==> src/rtl/axi_stream_dequant_dezigzag_pkg.sv <==
// Shared definitions for the dequantise / de-zigzag stage.
//  - default coefficient, quant-table and output widths
//  - ZZ2RASTER: zigzag scan index -> raster index (row*8+col)
//  - saturate(): clamps a wide signed value to a w-bit signed range
package axi_stream_dequant_dezigzag_pkg;

  localparam int DEF_WCOEF = 12;
  localparam int DEF_WQT   = 8;
  localparam int DEF_WDQ   = 16;

  localparam int ZZ2RASTER [64] = '{
     0,  1,  8, 16,  9,  2,  3, 10,
    17, 24, 32, 25, 18, 11,  4,  5,
    12, 19, 26, 33, 40, 48, 41, 34,
    27, 20, 13,  6,  7, 14, 21, 28,
    35, 42, 49, 56, 57, 50, 43, 36,
    29, 22, 15, 23, 30, 37, 44, 51,
    58, 59, 52, 45, 38, 31, 39, 46,
    53, 60, 61, 54, 47, 55, 62, 63
  };

  // Clamp v into [-2^(w-1), 2^(w-1)-1]; callers size the result down to w bits.
  function automatic logic signed [63:0] saturate(input logic signed [63:0] v, input int w);
    logic signed [63:0] hi;
    logic signed [63:0] lo;
    hi = (64'sd1 <<< (w - 1)) - 64'sd1;
    lo = -(64'sd1 <<< (w - 1));
    if (v > hi) return hi;
    if (v < lo) return lo;
    return v;
  endfunction

endpackage

==> src/rtl/axi_stream_dequant_dezigzag_if.sv <==
// AXI-stream style data channel (tdata/tvalid/tready).
//  master modport: drives tdata/tvalid, samples tready
//  slave  modport: samples tdata/tvalid, drives tready
interface axi_stream_dequant_dezigzag_if
  import axi_stream_dequant_dezigzag_pkg::*;
#(
  parameter int W = DEF_WDQ
) ();
  logic [W-1:0] tdata;
  logic         tvalid;
  logic         tready;

  modport master (output tdata, output tvalid, input tready);
  modport slave  (input tdata, input tvalid, output tready);
endinterface

==> src/rtl/axi_stream_dequant_dezigzag_dq_saturate.sv <==
// Combinational dequantiser: signed coefficient x unsigned table entry,
// clamped to a WDQ-bit signed result.
//  coef  in  WCOEF  signed quantised coefficient
//  qt    in  WQT    unsigned quant-table entry (0 forces a 0 result)
//  dq    out WDQ    saturated product
module dq_saturate
  import axi_stream_dequant_dezigzag_pkg::*;
#(
  parameter int WCOEF = DEF_WCOEF,
  parameter int WQT   = DEF_WQT,
  parameter int WDQ   = DEF_WDQ
) (
  input  logic signed [WCOEF-1:0] coef,
  input  logic        [WQT-1:0]   qt,
  output logic signed [WDQ-1:0]   dq
);
  // One extra bit so the zero-extended table entry stays positive.
  localparam int WP = WCOEF + WQT + 1;

  logic signed [WP-1:0] prod;
  logic signed [63:0]   prod_ext;
  logic signed [63:0]   clamped;

  always_comb begin
    prod     = WP'(coef) * WP'($signed({1'b0, qt}));
    prod_ext = 64'(prod);
    clamped  = saturate(prod_ext, WDQ);
    dq       = WDQ'(clamped);
  end
endmodule

==> src/rtl/axi_stream_dequant_dezigzag.sv <==
// Dequantise + de-zigzag stage ahead of the IDCT.
// Coefficients arrive in zigzag order, are multiplied by the matching
// quant-table entry, saturated and written to raster position inside one of
// two 64-entry banks. A full bank is streamed out in raster order while the
// other bank fills.
//  clock, reset  single clock, async active-high reset
//  s_axis        slave channel, WCOEF-bit zigzag coefficients
//  m_axis        master channel, WDQ-bit raster coefficients (0 when idle)
//  qt_we/addr/data  quant-table write port, addr in zigzag order
module axi_stream_dequant_dezigzag
  import axi_stream_dequant_dezigzag_pkg::*;
#(
  parameter int WCOEF = DEF_WCOEF,
  parameter int WQT   = DEF_WQT,
  parameter int WDQ   = DEF_WDQ
) (
  input  logic                          clock,
  input  logic                          reset,
  axi_stream_dequant_dezigzag_if.slave  s_axis,
  axi_stream_dequant_dezigzag_if.master m_axis,
  input  logic                          qt_we,
  input  logic [5:0]                    qt_addr,
  input  logic [WQT-1:0]                qt_data
);
  logic [5:0]     wr_cnt_q, wr_cnt_d;
  logic [5:0]     rd_cnt_q, rd_cnt_d;
  logic           wr_bank_q, wr_bank_d;
  logic           rd_bank_q, rd_bank_d;
  logic [1:0]     full_q, full_d;
  logic [WQT-1:0] qt_q [64];
  logic [WQT-1:0] qt_d [64];
  logic [WDQ-1:0] pp_q [2][64];
  logic [WDQ-1:0] pp_d [2][64];

  logic signed [WDQ-1:0] dq;
  logic [5:0]            wr_idx;
  logic                  acc;
  logic                  pop;

  // Handshakes depend only on registered state, never on the partner's valid/ready.
  assign s_axis.tready = !full_q[wr_bank_q];
  assign acc           = s_axis.tvalid && !full_q[wr_bank_q];
  assign m_axis.tvalid = full_q[rd_bank_q];
  assign m_axis.tdata  = full_q[rd_bank_q] ? pp_q[rd_bank_q][rd_cnt_q] : '0;
  assign pop           = full_q[rd_bank_q] && m_axis.tready;
  assign wr_idx        = 6'(ZZ2RASTER[wr_cnt_q]);

  dq_saturate #(
    .WCOEF (WCOEF),
    .WQT   (WQT),
    .WDQ   (WDQ)
  ) u_dq_saturate (
    .coef (s_axis.tdata),
    .qt   (qt_q[wr_cnt_q]),
    .dq   (dq)
  );

  always_comb begin
    wr_cnt_d  = wr_cnt_q;
    rd_cnt_d  = rd_cnt_q;
    wr_bank_d = wr_bank_q;
    rd_bank_d = rd_bank_q;
    full_d    = full_q;
    qt_d      = qt_q;
    pp_d      = pp_q;

    if (qt_we) qt_d[qt_addr] = qt_data;

    // Writer only ever targets an empty bank and the reader a full one, so a
    // block completing and a block draining in the same cycle touch different
    // full flags.
    if (acc) begin
      pp_d[wr_bank_q][wr_idx] = dq;
      wr_cnt_d = wr_cnt_q + 6'd1;
      if (wr_cnt_q == 6'd63) begin
        full_d[wr_bank_q] = 1'b1;
        wr_bank_d         = !wr_bank_q;
      end
    end

    if (pop) begin
      rd_cnt_d = rd_cnt_q + 6'd1;
      if (rd_cnt_q == 6'd63) begin
        full_d[rd_bank_q] = 1'b0;
        rd_bank_d         = !rd_bank_q;
      end
    end
  end

  always_ff @(posedge clock or posedge reset) begin
    if (reset) begin
      wr_cnt_q  <= '0;
      rd_cnt_q  <= '0;
      wr_bank_q <= 1'b0;
      rd_bank_q <= 1'b0;
      full_q    <= '0;
      for (int i = 0; i < 64; i++) qt_q[i] <= WQT'(1);
    end else begin
      wr_cnt_q  <= wr_cnt_d;
      rd_cnt_q  <= rd_cnt_d;
      wr_bank_q <= wr_bank_d;
      rd_bank_q <= rd_bank_d;
      full_q    <= full_d;
      qt_q      <= qt_d;
    end
  end

  // Bank contents need no reset: the full flags gate every read.
  always_ff @(posedge clock) begin
    pp_q <= pp_d;
  end

endmodule

==> src/flat_wrapper.sv <==
// flat-port wrapper written by rule: the top's interface ports become plain ports
module axi_stream_dequant_dezigzag_flat import axi_stream_dequant_dezigzag_pkg::*;
#(
  parameter int WCOEF = DEF_WCOEF,
  parameter int WQT   = DEF_WQT,
  parameter int WDQ   = DEF_WDQ
)
  (clock, reset, qt_we, qt_addr, qt_data, s_axis_tdata, s_axis_tvalid, s_axis_tready, m_axis_tdata, m_axis_tvalid, m_axis_tready);
  axi_stream_dequant_dezigzag_if #(.W((12))) s_axis_i ();
  axi_stream_dequant_dezigzag_if #(.W((16))) m_axis_i ();
  input  logic clock;
  input  logic reset;
  input  logic qt_we;
  input  logic [5:0] qt_addr;
  input  logic [WQT-1:0] qt_data;
  input wire logic [$bits(s_axis_i.tdata)-1:0] s_axis_tdata;
  input wire logic [$bits(s_axis_i.tvalid)-1:0] s_axis_tvalid;
  output wire logic [$bits(s_axis_i.tready)-1:0] s_axis_tready;
  output wire logic [$bits(m_axis_i.tdata)-1:0] m_axis_tdata;
  output wire logic [$bits(m_axis_i.tvalid)-1:0] m_axis_tvalid;
  input wire logic [$bits(m_axis_i.tready)-1:0] m_axis_tready;
  assign s_axis_i.tdata = s_axis_tdata;
  assign s_axis_i.tvalid = s_axis_tvalid;
  assign s_axis_tready = s_axis_i.tready;
  assign m_axis_tdata = m_axis_i.tdata;
  assign m_axis_tvalid = m_axis_i.tvalid;
  assign m_axis_i.tready = m_axis_tready;
  axi_stream_dequant_dezigzag #(.WCOEF(WCOEF), .WQT(WQT), .WDQ(WDQ)) u_core (.clock(clock), .reset(reset), .s_axis(s_axis_i), .m_axis(m_axis_i), .qt_we(qt_we), .qt_addr(qt_addr), .qt_data(qt_data));
endmodule
==> config.mk <==
export PLATFORM = sky130hd
export DESIGN_NAME = axi_stream_dequant_dezigzag_flat
export DESIGN_NICKNAME = d
export VERILOG_FILES = /design/src/rtl/axi_stream_dequant_dezigzag_pkg.sv /design/src/rtl/axi_stream_dequant_dezigzag_if.sv /design/src/rtl/axi_stream_dequant_dezigzag_dq_saturate.sv /design/src/rtl/axi_stream_dequant_dezigzag.sv /design/src/flat_wrapper.sv
export SDC_FILE = /design/constraint.sdc
export NUM_CORES = 2
export LEC_CHECK = 0
export CAP_MARGIN = 20
export CORE_MARGIN = 8
export CORE_UTILIZATION = 50
export DETAILED_ROUTE_END_ITERATION = 12
export GPL_TIMING_DRIVEN = 0
export MAX_ROUTING_LAYER = met4
export PLACE_DENSITY = 0.67
export SLEW_MARGIN = 20
export SYNTH_ARGS = -nofsm -noshare
export SYNTH_HDL_FRONTEND = slang
export SYNTH_SLANG_ARGS = --single-unit
==> constraint.sdc <==
create_clock -name clock -period 16.9 [get_ports clock]
set_clock_uncertainty 0.05 [all_clocks]
set_input_delay 3.38 -clock clock [delete_from_list [all_inputs] [get_ports clock]]
set_output_delay 3.38 -clock clock [all_outputs]
set_load 0.02 [all_outputs]
==> run_results.csv <==
group,metric,value,unit
status,status,"completed",
layout,layout.cells.non_filler,8811,
grt,grt_usage,26.5,%
worst_setup_path,cp-end-kind,"flip-flop",
placed_design,hpwl,203000,um
cts,cts_max_level,5,
grt,grt_pass1_vias,57200,
worst_setup_path,cpPeakStageDelay,780,ps
layout,fillers,15400,
detailed_routing,wl_per_cell,33.8,um
logic_synthesis,netlist.area_leader.share,57.5,%
logic_synthesis,synth_edf_count,2048,
die,core,212000,um^2
logic_synthesis,yosys_warnings,0,
worst_setup_path,slowest_stage,"clkbuf_1",
die,die_w,478,um
logic_synthesis,synth-seq-cells,2576,
grt,antenna_found_initial,12,
die,io_pins,49,
timing,relSlewSlack,17.6,%
timing,worst_pin_slew,1240,ps
worst_setup_path,start_kind,"flip-flop",
placed_design,place_ws,5200,ps
cts,clock-root-buffer,"clkbuf_16",
timing,postLayoutSetupSlackWorst,5670,ps
die,fp-row-count,169,
layout,stdcell_area,123000,um^2
cts,clk_pin_slew,70,ps
timing,setup_violations,0,
logic_synthesis,ys.flop_type,"edfxtp_1",
timing,drv_slew,0,
logic_synthesis,syn_inst,5282,
logic_synthesis,yosysSeqAreaShare,70.0,%
min_path,min_path_type,"reg -> reg",
timing,hold_viol,0,
logic_synthesis,synth.most_common_cell,"edfxtp_1",
detailed_routing,drtIter0Drc,6975,
placed_design,port_buffers,37,
die,initial_core_util,50.3,%
logic_synthesis,yosysTopAreaCell,"edfxtp_1",
worst_setup_path,worstPathMaxFanout,36,
detailed_routing,num_vias,56200,
logic_synthesis,async_flop_share,20.5,%
logic_synthesis,synthTopCellsByCount,"edfxtp_1, mux4_2, mux2_2, dfrtp_1, nor2_1",
placed_design,dp.cells,8312,
cts,cts_resized,0,
worst_setup_path,critPathKind,"reg -> reg",
detailed_routing,routed_via_density,6.38,
logic_synthesis,syn_area_per_cell,20.2,um^2
logic_synthesis,syn_area,107000,um^2
layout,fin_nets,5940,
cts,clkSinkCount,2576,
cts,cts_buffers,282,
grt,grt_max_degree,69,
detailed_routing,drt_wl_total,297000,um
cts,clockBufferDepth,4,
logic_synthesis,synth_cell_types,69,
cts,worstSkewPairLatency,910,ps
worst_setup_path,worstPathArrival,11810,ps
placed_design,gp_congestion,0.961,
cts,hold_buffers,0,
timing,fin_crit_sh,66.4,%
layout,drive_gt1_share,37.1,%
die,die-area,229000,um^2
grt,grt_pass1_wl,422000,um
detailed_routing,drt-pass1-iter-count,6,
logic_synthesis,syn_nets,5447,
placed_design,dpl_cell_area,115000,um^2
grt,gr-total-overflow,0,
cts,post_cts_buffers,0,
detailed_routing,drc,0,
timing,clock.fmax,89.1,MHz
logic_synthesis,synthTopCellsByArea,"edfxtp_1, mux4_2, dfrtp_1",
layout,fin_util,58.1,%
die,dieHeight,478,um
timing,period_minus_slack,11230,ps
layout,area_growth,15.4,%
flow_run,maxCapViolations,0,
detailed_routing,postRouteAntennaNets,0,
worst_setup_path,required,17480,ps
timing,rsz0062_at_grt,"false",
cts,cts_tree,"yes",
metal layers:
layer / vias to the layer above / wire (um) / global-route usage [%] / part of all wire, %
met4: 0 / 14400 / 10.5 / 4.8
met3: 676 / 25900 / 5.46 / 8.7
met2: 2950 / 145000 / 42.2 / 49
met5: - / 0 / - / 0
met1: 30200 / 112000 / 33.7 / 38
li1: 22400 / - / - / -
registers in the layout, summed over array words and instances (netlist names):
register and flops:
u_core.pp_q 2048, u_core.qt_q 512, u_core.rd_cnt_q 6, u_core.wr_cnt_q 6, u_core.full_q 2, u_core.rd_bank_q 1, u_core.wr_bank_q 1
layout by cell type (no fill, tap or decap), types with 27 or more instances in the layout:
master	n
mux2_2	526
a22o_1	28
buf_2	100
nor2_1	62
ha_1	56
clkbuf_16	287
clkbuf_1	206
mux4_2	764
o21ai_0	29
o22ai_1	33
nor2_2	87
a21oi_1	29
edfxtp_1	2048
nor2_4	45
mux2i_1	27
a221oi_1	33
fa_1	78
clkinv_2	50
buf_12	29
clkdlybuf4s50_1	37
dfstp_2	64
dfrtp_1	464
nand2_1	145
buf_16	47
inv_1	126
clkinv_1	47
buf_6	47
and2_1	63
buf_1	38
buf_8	55
cell type report:
class                   instances  area (um^2)  share of cell area [%]
repair buffers                209         3530                    2.86
inverters                     131          498                   0.404
clock inverters               121          908                   0.736
diodes                         13         32.5                  0.0264
clock buffers                 365         7640                    6.20
multi-input cells            2262        31000                    25.1
flip-flops and latches       2576        74800                    60.6
plain buffers                 313         1410                    1.14
well taps                    2821         3530                    2.86
metrics by stage:
step	hold WS [ps]	TNS (ps)
2_1_floorplan	424	0
3_3_place_gp	431	-8666560
3_5_place_dp	437	0
4_1_cts	450	0
5_1_grt	456	0
6_report	449	0
kinds of logic (layout without fill, tap and decap cells):
logic type                 Yosys count  after routing  synth area share [%]
other                                0             13                     0
DFF                               2576           2576                  70.0
muxes                             1318           1318                  21.9
and+or+nand+nor                    537            537                  2.40
xor gates and xnor gates            29             29                 0.238
AOI/OAI and AO/OA                  244            244                  1.61
buffers and inverters              444           1139                  1.76
adders and majority gates          134            134                  2.12
final timing paths:
| path | start | to | slack (ps) | cells after the start |
|---|---|---|---|---|
| worst max-delay path | u_core.wr_cnt_q[1]$_DFFE_PP0P_ | u_core.pp_q[1118]$_DFFE_PP_ | 5670 | 31 |
| worst min-delay path | u_core.qt_q[460]$_DFFE_PP0P_ | u_core.qt_q[460]$_DFFE_PP0P_ | 450 | 1 |
| worst max register to register | u_core.wr_cnt_q[1]$_DFFE_PP0P_ | u_core.pp_q[1118]$_DFFE_PP_ | 5670 | 31 |
| worst min register to register | u_core.qt_q[460]$_DFFE_PP0P_ | u_core.qt_q[460]$_DFFE_PP0P_ | 450 | 1 |
| max in group asynchronous | reset | u_core.qt_q[432]$_DFFE_PP1P_ | 12630 | 6 |
| min in group asynchronous | reset | u_core.qt_q[75]$_DFFE_PP0P_ | 2800 | 2 |
worst max-delay path, delay by kind of cell (launching register included):
family	cells	cell delay, ps
xor+xnor	1	290
fa+ha+maj	5	2280
flops	1	460
compound gates	8	3040
simple gates	4	680
buf+inv	13	4020
Power is not shown: default switching activity piles up to over one toggle a cycle in this logic, so the estimate is an artifact.
